--- config.mk ---
export PLATFORM = sky130hd
export DESIGN_NAME = ins_mem_loader
export DESIGN_NICKNAME = d
export VERILOG_FILES = /design/src/rtl/ins_mem_loader.sv
export SDC_FILE = /design/constraint.sdc
export NUM_CORES = 1
export LEC_CHECK = 0
export CORE_ASPECT_RATIO = 1.4
export CORE_MARGIN = 2
export CORE_UTILIZATION = 49
export CTS_CLUSTER_SIZE = 30
export DETAILED_ROUTE_END_ITERATION = 7
export PLACE_DENSITY_LB_ADDON = 0.05
export SYNTH_ARGS = -nofsm -noshare
export SYNTH_HDL_FRONTEND = slang
export SYNTH_SLANG_ARGS = --single-unit
--- constraint.sdc ---
create_clock -name CLK -period 2.3 [get_ports CLK]
set_input_delay 0.46 -clock CLK [delete_from_list [all_inputs] [get_ports CLK]]
set_output_delay 0.46 -clock CLK [all_outputs]
set_load 0.05 [all_outputs]
--- src/rtl/ins_mem_loader.sv ---
`timescale 1ns/1ps
// Instruction-memory writer: turns a length-prefixed big-endian byte stream into word writes and holds the CPU until the image is in.
// Latency: a word is written the cycle after its 4th byte; LOAD_DONE rises the cycle after the final write. Backpressure: IN_READY low in IDLE/DONE and while LOAD_START is high.
module ins_mem_loader #(
    parameter int unsigned DEPTH    = 4001,
    parameter int unsigned ADR_STEP = 4,
    parameter int unsigned ADR_W    = 32
) (
    input  logic             CLK,
    input  logic             RST_N,
    input  logic             LOAD_START,
    input  logic             IN_VALID,
    input  logic [7:0]       IN_BYTE,
    output logic             IN_READY,
    output logic             MEM_WE,
    output logic [ADR_W-1:0] MEM_ADR,
    output logic [31:0]      MEM_WDATA,
    output logic             CPU_HOLD,
    output logic             LOAD_DONE,
    output logic             LOAD_ERR
);

    localparam int unsigned      MAX_WORDS  = (DEPTH - 1) / ADR_STEP + 1;
    localparam logic [ADR_W-1:0] ADR_STEP_W = ADR_W'(ADR_STEP);

    typedef enum logic [2:0] {
        S_IDLE,
        S_LEN_HI,
        S_LEN_LO,
        S_DATA,
        S_DONE,
        S_ERR
    } state_t;

    state_t           state_q, state_d;
    logic [15:0]      len_q, len_d;
    logic [1:0]       byte_cnt_q, byte_cnt_d;
    logic [15:0]      word_cnt_q, word_cnt_d;
    logic [23:0]      asm_q, asm_d;
    logic             we_q, we_d;
    logic [ADR_W-1:0] adr_q, adr_d;
    logic [31:0]      wdata_q, wdata_d;
    logic             done_q, done_d;
    logic             err_q, err_d;
    logic             in_rdy;
    logic             xfer;
    logic [15:0]      len_full;

    always_comb begin
        state_d    = state_q;
        len_d      = len_q;
        byte_cnt_d = byte_cnt_q;
        word_cnt_d = word_cnt_q;
        asm_d      = asm_q;
        we_d       = 1'b0;
        adr_d      = adr_q;
        wdata_d    = wdata_q;
        in_rdy     = 1'b0;
        len_full   = {len_q[15:8], IN_BYTE};

        case (state_q)
            S_LEN_HI, S_LEN_LO, S_DATA, S_ERR: in_rdy = 1'b1;
            default:                           in_rdy = 1'b0;
        endcase
        // A restart blocks the stream for one cycle so no byte lands in the old load.
        if (LOAD_START) begin
            in_rdy = 1'b0;
        end
        xfer = IN_VALID && in_rdy;

        if (LOAD_START) begin
            state_d    = S_LEN_HI;
            len_d      = 16'd0;
            byte_cnt_d = 2'd0;
            word_cnt_d = 16'd0;
        end else begin
            case (state_q)
                S_LEN_HI: begin
                    if (xfer) begin
                        len_d[15:8] = IN_BYTE;
                        state_d     = S_LEN_LO;
                    end
                end
                S_LEN_LO: begin
                    if (xfer) begin
                        len_d = len_full;
                        if (len_full == 16'd0) begin
                            state_d = S_DONE;
                        end else if ({16'd0, len_full} > MAX_WORDS) begin
                            state_d = S_ERR;
                        end else begin
                            state_d = S_DATA;
                        end
                    end
                end
                S_DATA: begin
                    if (xfer) begin
                        asm_d      = {asm_q[15:0], IN_BYTE};
                        byte_cnt_d = byte_cnt_q + 2'd1;
                        if (byte_cnt_q == 2'd3) begin
                            we_d       = 1'b1;
                            wdata_d    = {asm_q, IN_BYTE};
                            adr_d      = ADR_W'(word_cnt_q) * ADR_STEP_W;
                            word_cnt_d = word_cnt_q + 16'd1;
                            // The final write issues from DONE, so DONE's flags trail it by one cycle.
                            if (word_cnt_q + 16'd1 == len_q) begin
                                state_d = S_DONE;
                            end
                        end
                    end
                end
                default: state_d = state_q;
            endcase
        end

        done_d = (state_q == S_DONE) && (state_d == S_DONE);
        err_d  = (state_d == S_ERR);
    end

    always_ff @(posedge CLK or negedge RST_N) begin
        if (!RST_N) begin
            state_q    <= S_IDLE;
            len_q      <= 16'd0;
            byte_cnt_q <= 2'd0;
            word_cnt_q <= 16'd0;
            asm_q      <= 24'd0;
            we_q       <= 1'b0;
            adr_q      <= '0;
            wdata_q    <= 32'd0;
            done_q     <= 1'b0;
            err_q      <= 1'b0;
        end else begin
            state_q    <= state_d;
            len_q      <= len_d;
            byte_cnt_q <= byte_cnt_d;
            word_cnt_q <= word_cnt_d;
            asm_q      <= asm_d;
            we_q       <= we_d;
            adr_q      <= adr_d;
            wdata_q    <= wdata_d;
            done_q     <= done_d;
            err_q      <= err_d;
        end
    end

    assign IN_READY  = in_rdy;
    assign MEM_WE    = we_q;
    assign MEM_ADR   = adr_q;
    assign MEM_WDATA = wdata_q;
    assign CPU_HOLD  = !done_q;
    assign LOAD_DONE = done_q;
    assign LOAD_ERR  = err_q;

endmodule

==> results by group, run 1 <==
Power
  – Leakage power total: ~3.2 nW
  – Max rail drop VDD: 0.374 mV
  – Sequential Power Share: 0.523
  – Gate power share: 0.135
  – Internal: 3.33 mW
  – Switching power share of the total: 0.266
  – Design Power: 4.54 mW
  – Net Switching: about 1.2 mW
  – Pwr/cell area: between 600 and 700 nW/um^2
  – Clock power share: 0.342

Clocking
  – Clk pin slew, worst setup/hold paths: roughly 70 ps
  – CTS tree: yes
  – Clk_lat worst skew: 360 ps
  – H-tree depth: 3
  – CTS Buffer Depth: 2
  – CTS Buf Count: 9
  – # hold bufs at CTS: 0
  – Sink count of the clock tree: 112
  – CTS Root Cell: clkbuf_16

Yosys
  – Ys flop type: dfrtp_1
  – Post-synth EDFFs: 0
  – Synth top area share: 0.528
  – Post-Syn Area per Cell: 9.70 um^2
  – Netlist cell types: 53
  – Synthesized instance count: between 500 and 600
  – Sequential share of the synthesized area: 0.528
  – Yosys warns: 0
  – Ranking of synthesized cells by area: dfrtp_1 (53%), nand2_1 (12%), mux2_2 (5.1%)
  – Synth async-reset ratio: 1.00
  – Mapped cell area: 5310 um^2
  – Synth Register Bits: 112
  – Leading area contributor after synthesis: dfrtp_1

Place
  – I/O Buffers: 64
  – Global placer's final weighted congestion: 0.912
  – Post-DP HPWL: 8500 um
  – Cells after DPL: roughly 760

Global route
  – Most Used Layer, Global Route: met2
  – Met1 usage: 0.285
  – Largest net degree at the start of global routing: 54
  – Vias in the first global route: 4109
  – Met3 GRT Util: 0.0200
  – GR Util met2: 0.372
  – First-pass GRT wire length: 20300 um
  – Gr ovfl total: 0
  – Initial antenna violation count: 0
  – GRT Total Usage: 0.220

Floorplanning
  – Die width: slightly above 90 um
  – Site Rows: between 40 and 50
  – Die area: 11700 um^2
  – Starting density of the core: 0.507
  – Die Y: between 100 and 150 um
  – IO Pins: 81
  – Core Region: ~10000 um^2

Run status
  – Status: completed

Routing
  – Drt drc: 0
  – Routed WL per cell: 15.7 um
  – WL final: 12200 um
  – Antenna viol nets, final: 0
  – DR vias: 4088
  – First-pass DRT Iterations: 5
  – Initial drt markers: 208
  – Vias per cell: 5.25

Cells and area
  – Antenna diodes: 0
  – Most common cell after layout, fill and taps aside: nand2_1
  – Fin nets: 649
  – Final cell count without fillers: roughly 780
  – Layout-stage area growth over the synthesis result: 24.8%
  – Proportion of layout cells with a drive suffix above 1: 0.161
  – Most frequent cells in the layout: nand2_1 (166), dfrtp_1 (109), clkdlybuf4s50_1 (62), buf_4 (42), nor2_1 (27)

Timing
  – Setup Skew: 5.52 ps
  – Relative slew slack: 0.414
  – # setup viols final: 0
  – Worst-margin pin slew: 875 ps
  – Peak Freq: 455 MHz
  – Final Hold Viols: 0
  – Max Slew Vio Count: 0
  – Final Critical Period: 2200 ps
  – Final worst-path cycle share: 0.956

Setup path
  – CP startpoint: word_cnt_q[1]
  – CP Max Fanout: 4
  – Worst reg2reg path startpoint: word_cnt_q[1]
  – CP arrival: 2480 ps
  – Startpoint types: flop
  – Type of the worst setup path: flop to flop
  – WP data required: 2580 ps
  – Worst setup EP type: flop

Min path
  – Worst Hold Class: input pin to async pin

Job
  – Max-cap violations: 0
[area by class of cell]
type | count | area, um^2
Tap cell | 138 | 173
Timing Repair Buffer | 108 | 1020
Fill cell | 885 | 3840
Inverter | 4 | 15.0
Multi-Input combinational cell | 400 | 2310
Clock inverter | 3 | 25.0
Clock buffer | 13 | 270
Sequential cell | 112 | 2810
[metrics by stage]
stage | util | TNS [ps] | area [um^2] | hold WS (ps) | worst slack (ps)
3_5_place_dp | 0.601 | -834 | 6280 | 446 | -135
2_1_floorplan | - | 0 | 5360 | 164 | 146
6_report | 0.633 | 0 | 6620 | 70.7 | 102
4_1_cts | 0.629 | 0 | 6580 | 98.8 | 49.8
3_3_place_gp | 0.601 | -171 | 6280 | 446 | -70.9
5_1_grt | 0.633 | -23.8 | 6620 | 119 | -20.8
[worst max-delay path: stages (launching register included)]
cell	delay, ps
dfrtp_1	400
ha_2	220
and3_2	220
and3_1	220
xnor3_1	220
o211ai_1	160
or4_1	540
o21ai_1	150
[routing by layer]
| metal | share of wire | vias to the layer above |
|---|---|---|
| met1 | 0.42 | 1990 |
| met5 | 0 | - |
| met3 | 0.038 | 23 |
| met2 | 0.52 | 103 |
| met4 | 0.027 | 0 |
| li1 | - | 1972 |
[cells in the mapped netlist (2+ instances only)]
master	number
and4_1	2
o2111ai_1	2
buf_6	2
a21oi_1	7
dfrtp_1	112
nand2_1	166
nor3b_1	4
nand2b_1	10
and3_1	3
o31ai_1	4
ha_1	2
mux2_2	24
nor4b_1	2
nor3_1	2
buf_2	5
o21a_1	2
nand3b_1	5
nand3_1	9
buf_1	5
o211ai_1	2
xor2_1	13
nor4_2	3
inv_1	3
clkbuf_1	17
nor2b_1	5
nand4_2	2
nor2_1	27
a21o_1	2
mux2i_1	8
o21ai_0	10
o21bai_1	2
nand4_1	6
o21ai_1	24
nor4_1	7
xnor2_1	14
buf_4	17
[power groups by stage]
stage	combinational, mW	clock [mW]	sequential, mW
2_1_floorplan	0.463	0	2.34
3_3_place_gp	0.600	0	2.39
3_5_place_dp	0.616	0	2.41
4_1_cts	0.622	1.58	2.37
5_1_grt	0.675	1.65	2.40
6_report	0.613	1.55	2.37
[path summary, 6_finish.rpt]
kind	cells past startpoint	endpoint	slack (ps)
min	1	MEM_WDATA[17]	70
min in group CLK	2	MEM_WDATA[28]	460
max	7	state_q[2]	100
max reg2reg	7	state_q[2]	100
min reg2reg	2	MEM_WDATA[28]	460
max in group asynchronous	2	word_cnt_q[3]	1600
[repair_timing]
item                       in CTS  in global routing
hold endpoints to repair        0                  0
setup endpoints to repair       0                  3
resized for setup               0                  8
buffers inserted                0                  1
[sequential cells by signal (all words and copies together) (netlist names), 2 cells and up]
register    count
MEM_WDATA      32
asm_q          24
MEM_ADR        16
len_q          16
word_cnt_q     16
state_q         3
byte_cnt_q      2
[logic make-up (layout without fill, tap and decap cells)]
kind of cell / count (synthesis) / after routing / synth area share
AO/OA/AOI/OAI: 60 / 60 / 0.0682
XOR/XNOR: 28 / 28 / 0.0488
adder cells (fa/ha/maj): 2 / 2 / 0.00472
buffers and inverters: 50 / 128 / 0.0514
flip-flops: 112 / 112 / 0.528
multiplexers: 32 / 32 / 0.0660
other: 1 / 16 / 0.000707
AND/OR/NAND/NOR: 262 / 262 / 0.232
No activity file was read; power rests on OpenSTA's default activity.
==> run 2, diff against run 1 <==
--- a/config.mk
+++ b/config.mk
@@ -10,7 +10,7 @@
 export CORE_UTILIZATION = 49
 export CTS_CLUSTER_SIZE = 30
 export DETAILED_ROUTE_END_ITERATION = 7
-export PLACE_DENSITY_LB_ADDON = 0.05
+export PLACE_DENSITY = 0.82
 export SYNTH_ARGS = -nofsm -noshare
 export SYNTH_HDL_FRONTEND = slang
 export SYNTH_SLANG_ARGS = --single-unit
==> run 2 against run 1 <==
- final cell count down 0.13%
- die area unchanged
- sequential power about the same
- sequential share of layout area down 0.38 points
- global-route usage up 0.38 points
- count of clock-buffer cells in the layout down 3
- power up 0.39%
- utilization up 0.57 points
- sequential cell count unchanged
- combinational power about the same
- clock power about the same
- setup slack worse by 84 ps
- critical endpoint unchanged
- largest cell class unchanged
==> results by group, run 2 (synthesis results as in run 1) <==
Place
  – I/O Buffers: 64
  – Pre-CTS WS: -113 ps
  – Global placer's final weighted congestion: 0.962
  – Post-DP HPWL: 8970 um

Power
  – Net Switching: 1.27 mW
  – Clock power share: 0.342
  – Pwr/cell area: 682 nW/um^2
  – Internal: 3.29 mW
  – Gate power share: 0.135
  – Switching power share of the total: 0.278
  – Design Power: 4.55 mW
  – Leakage power total: 3.25 nW
  – Sequential Power Share: 0.523
  – Max rail drop VDD: roughly 0.40 mV

Timing
  – Final Hold Viols: 0
  – Setup Skew: between 9 and 10 ps
  – Final Critical Period: between 2000 and 2500 ps
  – Setup ws final: 17.2 ps
  – Relative slew slack: 0.566
  – Setup TNS: 0 ps
  – Final worst-path cycle share: 0.993
  – Peak Freq: approximately 440 MHz
  – Worst-margin pin slew: 652 ps
  – # setup viols final: 0
  – Max Slew Vio Count: 0

Cells and area
  – Most common cell after layout, fill and taps aside: nand2_1
  – Most frequent cells in the layout: nand2_1 (166), dfrtp_1 (109), clkdlybuf4s50_1 (62), buf_4 (39), nor2_1 (25)
  – Largest register FFs: 32
  – Proportion of layout cells with a drive suffix above 1: 0.167
  – Antenna diodes: 0
  – Fin nets: 648
  – Layout-stage area growth over the synthesis result: 25.9%

Clocking
  – CTS Buffer Depth: 2
  – CTS Buf Count: 9
  – H-tree depth: 3
  – Clk_lat worst skew: 350 ps
  – Clk pin slew, worst setup/hold paths: 80 ps
  – CTS tree: yes
  – Sink count of the clock tree: 112
  – CTS Root Cell: clkbuf_16

Floorplanning
  – Die Y: about 130 um
  – Die area: 11700 um^2
  – Site Rows: 44
  – IO Pins: 81
  – Core Region: roughly 10000 um^2
  – Die width: approximately 92 um
  – Starting density of the core: 0.507

Routing
  – WL final: roughly 13000 um
  – Drt drc: 0
  – Routed WL per cell: ~17 um
  – Antenna viol nets, final: 0
  – Vias per cell: between 5 and 6
  – Initial drt markers: 326
  – First-pass DRT Iterations: 5
  – DR vias: 4254

Global route
  – Vias in the first global route: 4322
  – GRT Total Usage: 0.224
  – First-pass GRT wire length: 20900 um
  – Gr ovfl total: 0
  – Largest net degree at the start of global routing: 49
  – Initial antenna violation count: 0

Setup path
  – CP arrival: about 2600 ps
  – CP Max Fanout: 6
  – Type of the worst setup path: flop to flop
  – Startpoint types: flop
  – Worst setup EP type: flop
  – WP data required: approximately 2600 ps

Min path
  – Worst Hold Class: input pin to async pin

Run status
  – Status: completed

Job
  – Max-cap violations: 0
run 2: changes by cell type in the layout (fill, tap and decap cells not counted), moves of 2 or more:
cell,delta
buf_4,-3
nor2_1,-2
buf_12,+2
nor2_2,+2
inv_6,+4
clkbuf_8,-2
run 2: final timing paths:
| path | from | slack (ps) | to | cells after the start |
|---|---|---|---|---|
| min in group CLK | asm_q[17] | 470 | MEM_WDATA[25] | 2 |
| worst max register to register | word_cnt_q[12] | 20 | state_q[2] | 7 |
| worst min-delay path | RST_N | 120 | MEM_WDATA[5] | 1 |
| max in group asynchronous | RST_N | 1540 | MEM_ADR[2] | 2 |
| worst min register to register | asm_q[17] | 470 | MEM_WDATA[25] | 2 |
| worst max-delay path | word_cnt_q[12] | 20 | state_q[2] | 7 |
run 2: timing repair:
item	4_1_cts	5_1_grt
hold buffers	0	0
resized for setup	0	15
setup buffers	0	3
endpoints found under the setup margin	0	12
run 2: critical path: stages, from the launching register on:
cell and delay [ps]:
dfrtp_2 420, nand4_1 190, buf_4 220, nor4_4 320, xnor2_1 160, o211ai_1 160
or4_1 550, o21ai_1 170
run 2: power groups by stage:
| stage | combinational, mW | sequential (mW) | clock (mW) |
|---|---|---|---|
| 6_report | 0.613 | 2.38 | 1.56 |
| 5_1_grt | 0.667 | 2.42 | 1.65 |
| 4_1_cts | 0.613 | 2.38 | 1.58 |
| 3_5_place_dp | 0.607 | 2.42 | 0 |
| 3_3_place_gp | 0.580 | 2.40 | 0 |
| 2_1_floorplan | 0.463 | 2.34 | 0 |
run 2: area by class of cell:
cell class              instances  area (um^2)
fillers                       834         3780
flip-flops and latches        112         2810
multi-input cells             400         2360
repair buffers                107         1030
clock buffers                  10          239
well taps                     138          173
clock inverters                 6         55.1
inverters                       4         15.0
run 2: through the flow:
stage                      util  cell area, um^2  cells  hold slack (ps)
final                     0.639             6680    777              122
after global routing      0.639             6680    777              177
after detailed placement  0.601             6290    758              451
after floorplan               -             5360    562              164
after global placement    0.601             6290    758              444
after CTS                 0.629             6580    774              150
run 2: routing by layer:
metal  vias up  wire [um]  share of wire  GRT usage
li1       1969          -              -          -
met1      2114       4990           0.39      0.273
met2       137       6920           0.54      0.391
met3        34        515          0.040     0.0366
met4         0        405          0.032      0.102
met5         -          0              0          0
